**src/rtl/elevator_call_panel.sv**
```systemverilog
// -----------------------------------------------------------------------------
// elevator_call_panel
//
// Landing call panel for a two-floor elevator. Each floor button is brought into
// the clock domain by a two-flop synchronizer, optionally debounced, and turned
// into a one-cycle press pulse. A press latches one request per floor. The
// request is held on callN_o until the elevator reports doors open at that
// floor. The lamp stays lit until the doors close again. A per-floor wait
// counter flags requests that have gone unserved for too long.
//
// Build option:
//   ELEVATOR_CALL_PANEL_DEBOUNCE_EN  defined   -> debounce filter after the
//                                                synchronizer
//                                    undefined -> synchronizer output is used
//                                                directly; DEBOUNCE_CYCLES is
//                                                ignored
//
// Parameters:
//   DEBOUNCE_CYCLES  consecutive disagreeing cycles needed to flip the filtered
//                    level (>= 1)
//   TIMEOUT_CYCLES   pending cycles before stuck_o asserts (>= 1)
//
// Ports:
//   clk_i     in   system clock, rising edge
//   rst_ni    in   asynchronous active-low reset
//   btn0_i    in   raw floor-0 button (asynchronous, active-high)
//   btn1_i    in   raw floor-1 button (asynchronous, active-high)
//   open_i    in   doors open, from the elevator FSM
//   floor0_i  in   cabin at floor 0, from the elevator FSM
//   floor1_i  in   cabin at floor 1, from the elevator FSM
//   call0_o   out  floor-0 request to the elevator FSM
//   call1_o   out  floor-1 request to the elevator FSM
//   lamp0_o   out  floor-0 request lamp
//   lamp1_o   out  floor-1 request lamp
//   stuck_o   out  a request has been pending for TIMEOUT_CYCLES or more
//
// All outputs are decoded from registers only.
// -----------------------------------------------------------------------------
module elevator_call_panel #(
    parameter int DEBOUNCE_CYCLES = 4,
    parameter int TIMEOUT_CYCLES  = 64
) (
    input  logic clk_i,
    input  logic rst_ni,
    input  logic btn0_i,
    input  logic btn1_i,
    input  logic open_i,
    input  logic floor0_i,
    input  logic floor1_i,
    output logic call0_o,
    output logic call1_o,
    output logic lamp0_o,
    output logic lamp1_o,
    output logic stuck_o
);

    localparam int                WAIT_W   = $clog2(TIMEOUT_CYCLES + 1);
    localparam logic [WAIT_W-1:0] WAIT_MAX = WAIT_W'(TIMEOUT_CYCLES);

    typedef enum logic [1:0] {
        ST_IDLE    = 2'd0,
        ST_PENDING = 2'd1,
        ST_SERVING = 2'd2
    } state_t;

    logic [1:0] w_btn;
    logic [1:0] w_floor;
    logic [1:0] w_call;
    logic [1:0] w_lamp;
    logic [1:0] w_stuck;

    assign w_btn   = {btn1_i, btn0_i};
    assign w_floor = {floor1_i, floor0_i};

    // The two floors are completely independent; each gets its own copy of
    // the button path, request FSM and wait counter.
    for (genvar g = 0; g < 2; g++) begin : g_floor
        logic              r_sync1;
        logic              r_sync2;
        logic              w_level;
        logic              r_prev;
        logic              w_press;
        logic              w_here;
        state_t            r_state;
        state_t            w_state_nxt;
        logic [WAIT_W-1:0] r_wait;
        logic [WAIT_W-1:0] w_wait_nxt;

        // Two-flop synchronizer for the asynchronous button.
        always_ff @(posedge clk_i or negedge rst_ni) begin
            if (!rst_ni) begin
                r_sync1 <= 1'b0;
                r_sync2 <= 1'b0;
            end else begin
                r_sync1 <= w_btn[g];
                r_sync2 <= r_sync1;
            end
        end

`ifdef ELEVATOR_CALL_PANEL_DEBOUNCE_EN
        localparam int              DB_W    = (DEBOUNCE_CYCLES > 1) ? $clog2(DEBOUNCE_CYCLES) : 1;
        localparam logic [DB_W-1:0] DB_LAST = DB_W'(DEBOUNCE_CYCLES - 1);

        logic [DB_W-1:0] r_db_cnt;
        logic            r_filt;

        // The counter holds the number of disagreeing cycles already seen, so
        // the level flips on the edge where that count would reach
        // DEBOUNCE_CYCLES. Any agreeing cycle restarts the count.
        always_ff @(posedge clk_i or negedge rst_ni) begin
            if (!rst_ni) begin
                r_db_cnt <= '0;
                r_filt   <= 1'b0;
            end else if (r_sync2 == r_filt) begin
                r_db_cnt <= '0;
            end else if (r_db_cnt == DB_LAST) begin
                r_db_cnt <= '0;
                r_filt   <= ~r_filt;
            end else begin
                r_db_cnt <= r_db_cnt + 1'b1;
            end
        end

        assign w_level = r_filt;
`else
        assign w_level = r_sync2;
`endif

        // Rising-edge detector. r_prev clears on reset, so a button held
        // through reset release is seen as a fresh press.
        always_ff @(posedge clk_i or negedge rst_ni) begin
            if (!rst_ni) begin
                r_prev <= 1'b0;
            end else begin
                r_prev <= w_level;
            end
        end

        assign w_press = w_level & ~r_prev;
        assign w_here  = open_i & w_floor[g];

        // Request FSM and wait counter state.
        always_ff @(posedge clk_i or negedge rst_ni) begin
            if (!rst_ni) begin
                r_state <= ST_IDLE;
                r_wait  <= '0;
            end else begin
                r_state <= w_state_nxt;
                r_wait  <= w_wait_nxt;
            end
        end

        always_comb begin
            w_state_nxt = r_state;
            w_wait_nxt  = '0;
            case (r_state)
                ST_IDLE: begin
                    // Pressing while the doors are already open here is
                    // served on the spot without raising a call.
                    if (w_press) begin
                        w_state_nxt = w_here ? ST_SERVING : ST_PENDING;
                    end
                end
                ST_PENDING: begin
                    if (w_here) begin
                        w_state_nxt = ST_SERVING;
                    end
                end
                ST_SERVING: begin
                    if (!open_i) begin
                        w_state_nxt = ST_IDLE;
                    end
                end
                default: begin
                    w_state_nxt = ST_IDLE;
                end
            endcase

            // Count only cycles spent in PENDING: the entry edge leaves the
            // counter at 0 and the exit edge clears it, so stuck drops on
            // the same edge the call drops.
            if ((r_state == ST_PENDING) && (w_state_nxt == ST_PENDING)) begin
                w_wait_nxt = (r_wait == WAIT_MAX) ? r_wait : r_wait + 1'b1;
            end
        end

        assign w_call[g]  = (r_state == ST_PENDING);
        assign w_lamp[g]  = (r_state != ST_IDLE);
        assign w_stuck[g] = (r_wait == WAIT_MAX);
    end

    assign call0_o = w_call[0];
    assign call1_o = w_call[1];
    assign lamp0_o = w_lamp[0];
    assign lamp1_o = w_lamp[1];
    assign stuck_o = |w_stuck;

endmodule
```
**config.mk**
```make
export PLATFORM = sky130hd
export DESIGN_NAME = elevator_call_panel
export DESIGN_NICKNAME = d
export VERILOG_FILES = /design/src/rtl/elevator_call_panel.sv
export SDC_FILE = /design/constraint.sdc
export NUM_CORES = 1
export LEC_CHECK = 0
export ABC_AREA = 1
export BUFFER_PORTS_ARGS = -buffer_cell sky130_fd_sc_hd__buf_2
export CORE_MARGIN = 3
export CORE_UTILIZATION = 51
export DETAILED_ROUTE_END_ITERATION = 8
export GPL_ROUTABILITY_DRIVEN = 0
export PLACE_DENSITY_LB_ADDON = 0.15
export RECOVER_POWER = 50
export SLEW_MARGIN = 25
export SYNTH_ARGS = -nofsm -noshare
export SYNTH_HDL_FRONTEND = slang
export SYNTH_SLANG_ARGS = --single-unit
```
**constraint.sdc**
```tcl
create_clock -name clk_i -period 1 [get_ports clk_i]
set_input_delay 0.1 -clock clk_i [delete_from_list [all_inputs] [get_ports clk_i]]
set_output_delay 0.1 -clock clk_i [all_outputs]
set_load 0.02 [all_outputs]
```
==> flow_summary.yaml <==
clock_network:
  clock_latency_ns: 0.32
  clock_sinks: 24
  cts_tree: "built"
  htree_levels: 1
  numCtsBuffers: 3
  cts_buffer_depth: 2
  clockRootBuffer: "clkbuf_4"
  clk_pin_slew_worst_paths_ns: 0.12
setup_path:
  start_kind: "flip-flop"
  arrival_ns: 1.30
  r2r-start: "g_floor[1].r_wait[1]$_DFFE_PN0P_"
  reg2reg_depth: 9
  path_class: "reg2out"
  critical_path.max_fanout: 2
  end_kind: "output pin"
  crit_slowest_cell: "dfrtp_1"
  slowest_delay_ns: 0.43
  worstPathCellList: "inv_2 > ha_4 > nand2_2 > inv_2 > nand3_2 > nand2_2 > buf_6"
  required_ns: 0.90
  r2r_slack_ns: -0.32
  reg2reg_to: "g_floor[1].r_wait[2]$_DFFE_PN0P_"
synth:
  syn-cell-area_mm2: 0.00115
  syn_inst: 135
  avgSynthCellArea_um2: 8.53
  yosysSeqAreaShare_pct: 52.2
  synth_area_leaders: "dfrtp_1, nand2_1, nand3_1"
  synth_top_area_cell: "dfrtp_1"
  synth_nets: 146
  ys_types: 15
  ys_warn_count: 0
  ys_ff_latch: 24
  synth_top_area_share_pct: 52.2
global_routing:
  grt_max_degree: 25
  grt_overflow: 0
  antenna_found_initial: 0
  grt_util_all_layers_pct: 20.7
  grt_pass1_vias: 1092
  grt_pass1_wl_um: 4270
die:
  die-area_mm2: 0.00286
  io_pins: 12
  die_w_um: 53.5
  rows: 16
  dieHeight_um: 53.5
  core_area_mm2: 0.00204
  start_util_pct: 56.4
layout:
  layout_common_cells: "nand2_1, dfrtp_1, buf_4"
  final_cells: 210
  drive_gt1_share_pct: 53.0
  final_nets: 196
  antenna-diode-count: 0
  final_core_util_pct: 86.9
  area_growth_pct: 54.1
  num-fill-cells: 94
route:
  drt_wl_total_um: 3160
  drc: 0
  wl_per_cell_um: 15.1
  vias_per_cell: 5.13
  ant_nets: 0
  drt-initial-drc-count: 15
  first_pass_iters: 4
  vias: 1077
placed_design:
  dp_cells: 191
  dpl.hpwl_um: 1610
  io_buffers: 11
min_path:
  hold_class: "in2reg"
  min_to: "g_floor[0].r_state[1]$_DFF_PN0_"
  min-delay-start: "open_i"
  hold_depth: 3
status:
  status: "complete, but fails checks"
  violations: "negative setup slack"
sta:
  drv_slew: 0
  hold_viol: 0
  max-slew-margin-rel_pct: 61.2
  grt_setup_unrepaired: "true"
  period_share_pct: 140
  worst_slew_pin_slew_ns: 0.582
  setup_viol: 19
  setup_tns_ns: -3.38
  fmaxAchievable_mhz: 712
  layout_setup_ws_ns: -0.404
  fin_crit_ns: 1.40
  skew_ns: 0.00607
power_and_ir_drop:
  finalPower_mw: 2.19
  peakVddDrop_uv: 905
  p_leak_nw: 0.836
  p_per_area_mw_per_mm2: 1240
flow_run:
  drv_cap: 0
## per-stage QoR
stage	hold WS [ns]	worst slack, ns	area (um2)
final	0.0749	-0.404	1770
after global routing	0.0664	-0.481	1770
after CTS	0.0483	-0.418	1610
after detailed placement	0.106	-0.167	1380
after global placement	0.104	-0.115	1380
after floorplan	-0.196	-0.0724	1150
## how the worst max path moves through the flow
stage | startpoint | endpoint | depth (start not counted)
4_1_cts | g_floor[1].r_wait[0]$_DFFE_PN0P_ | stuck_o | 7
3_5_place_dp | g_floor[0].r_wait[0]$_DFFE_PN0P_ | g_floor[0].r_wait[0]$_DFFE_PN0P_ | 8
2_1_floorplan | g_floor[0].r_wait[0]$_DFFE_PN0P_ | g_floor[0].r_wait[0]$_DFFE_PN0P_ | 8
3_3_place_gp | g_floor[0].r_wait[0]$_DFFE_PN0P_ | stuck_o | 7
6_report | g_floor[0].r_wait[1]$_DFFE_PN0P_ | stuck_o | 7
5_1_grt | g_floor[0].r_wait[0]$_DFFE_PN0P_ | stuck_o | 7
## worst max-delay path: cells and delay by family, from the launching register on
family                     cells  cell delay [ns]
DFF                            1             0.43
and+or+nand+nor                3             0.20
buffers and inverters          3             0.24
adders and majority gates      1             0.13
## state kept, by name (all words and copies together), names as in the netlist
name             cells
g_floor.r_prev       2
g_floor.r_state      4
g_floor.r_sync2      2
g_floor.r_wait      14
g_floor.r_sync1      2
## layer usage
metal | track usage (%) | vias up | wire length (um) | part of all wire [%]
met5 | 0 | - | 0 | 0
met4 | 11.1 | 0 | 99 | 3.1
met3 | 4.51 | 10 | 138 | 4.4
met2 | 37.1 | 31 | 1650 | 52
met1 | 22.2 | 521 | 1270 | 40
li1 | - | 515 | - | -
## final cells by class
cell class / instances / area [um2] / share of cell area, %
flip-flops and latches: 24 / 602 / 33.9
multi-input cells: 93 / 662 / 37.3
repair buffers: 45 / 387 / 21.8
clock buffers: 3 / 22.5 / 1.27
inverters: 18 / 67.6 / 3.81
well taps: 27 / 33.8 / 1.90
## repair_timing
item	in CTS	in global routing
pin swaps	7	24
hold buffers	3	0
gates resized for setup	31	38
buffers inserted	9	8
endpoints found under the setup margin	16	22
endpoints found under the hold margin	26	0
## power breakdown
group | internal [mW] | switching, mW | total (mW)
registers | 1.02 | 0.0449 | 1.07
clock network | 0.141 | 0.278 | 0.419
logic | 0.336 | 0.369 | 0.705
total | 1.50 | 0.692 | 2.19
## cell families after synthesis
family / synth area share, %
AO/OA/AOI/OAI: 4.35
XOR/XNOR: 3.80
adder cells (fa/ha/maj): 4.35
buffers and inverters: 5.87
flip-flops: 52.2
AND/OR/NAND/NOR: 29.5
## cells in the mapped netlist
| master | instances |
|---|---|
| nand2_1 | 31 |
| nor2_1 | 17 |
| nor2_4 | 1 |
| a21oi_1 | 6 |
| inv_2 | 6 |
| ha_1 | 4 |
| inv_1 | 12 |
| nand3_2 | 2 |
| dfrtp_1 | 24 |
| o21ai_0 | 2 |
| nand2_2 | 4 |
| nor2_2 | 6 |
| xor2_1 | 5 |
| nand3_1 | 13 |
| o21ai_1 | 2 |
No activity file was read; power rests on OpenSTA's default activity.
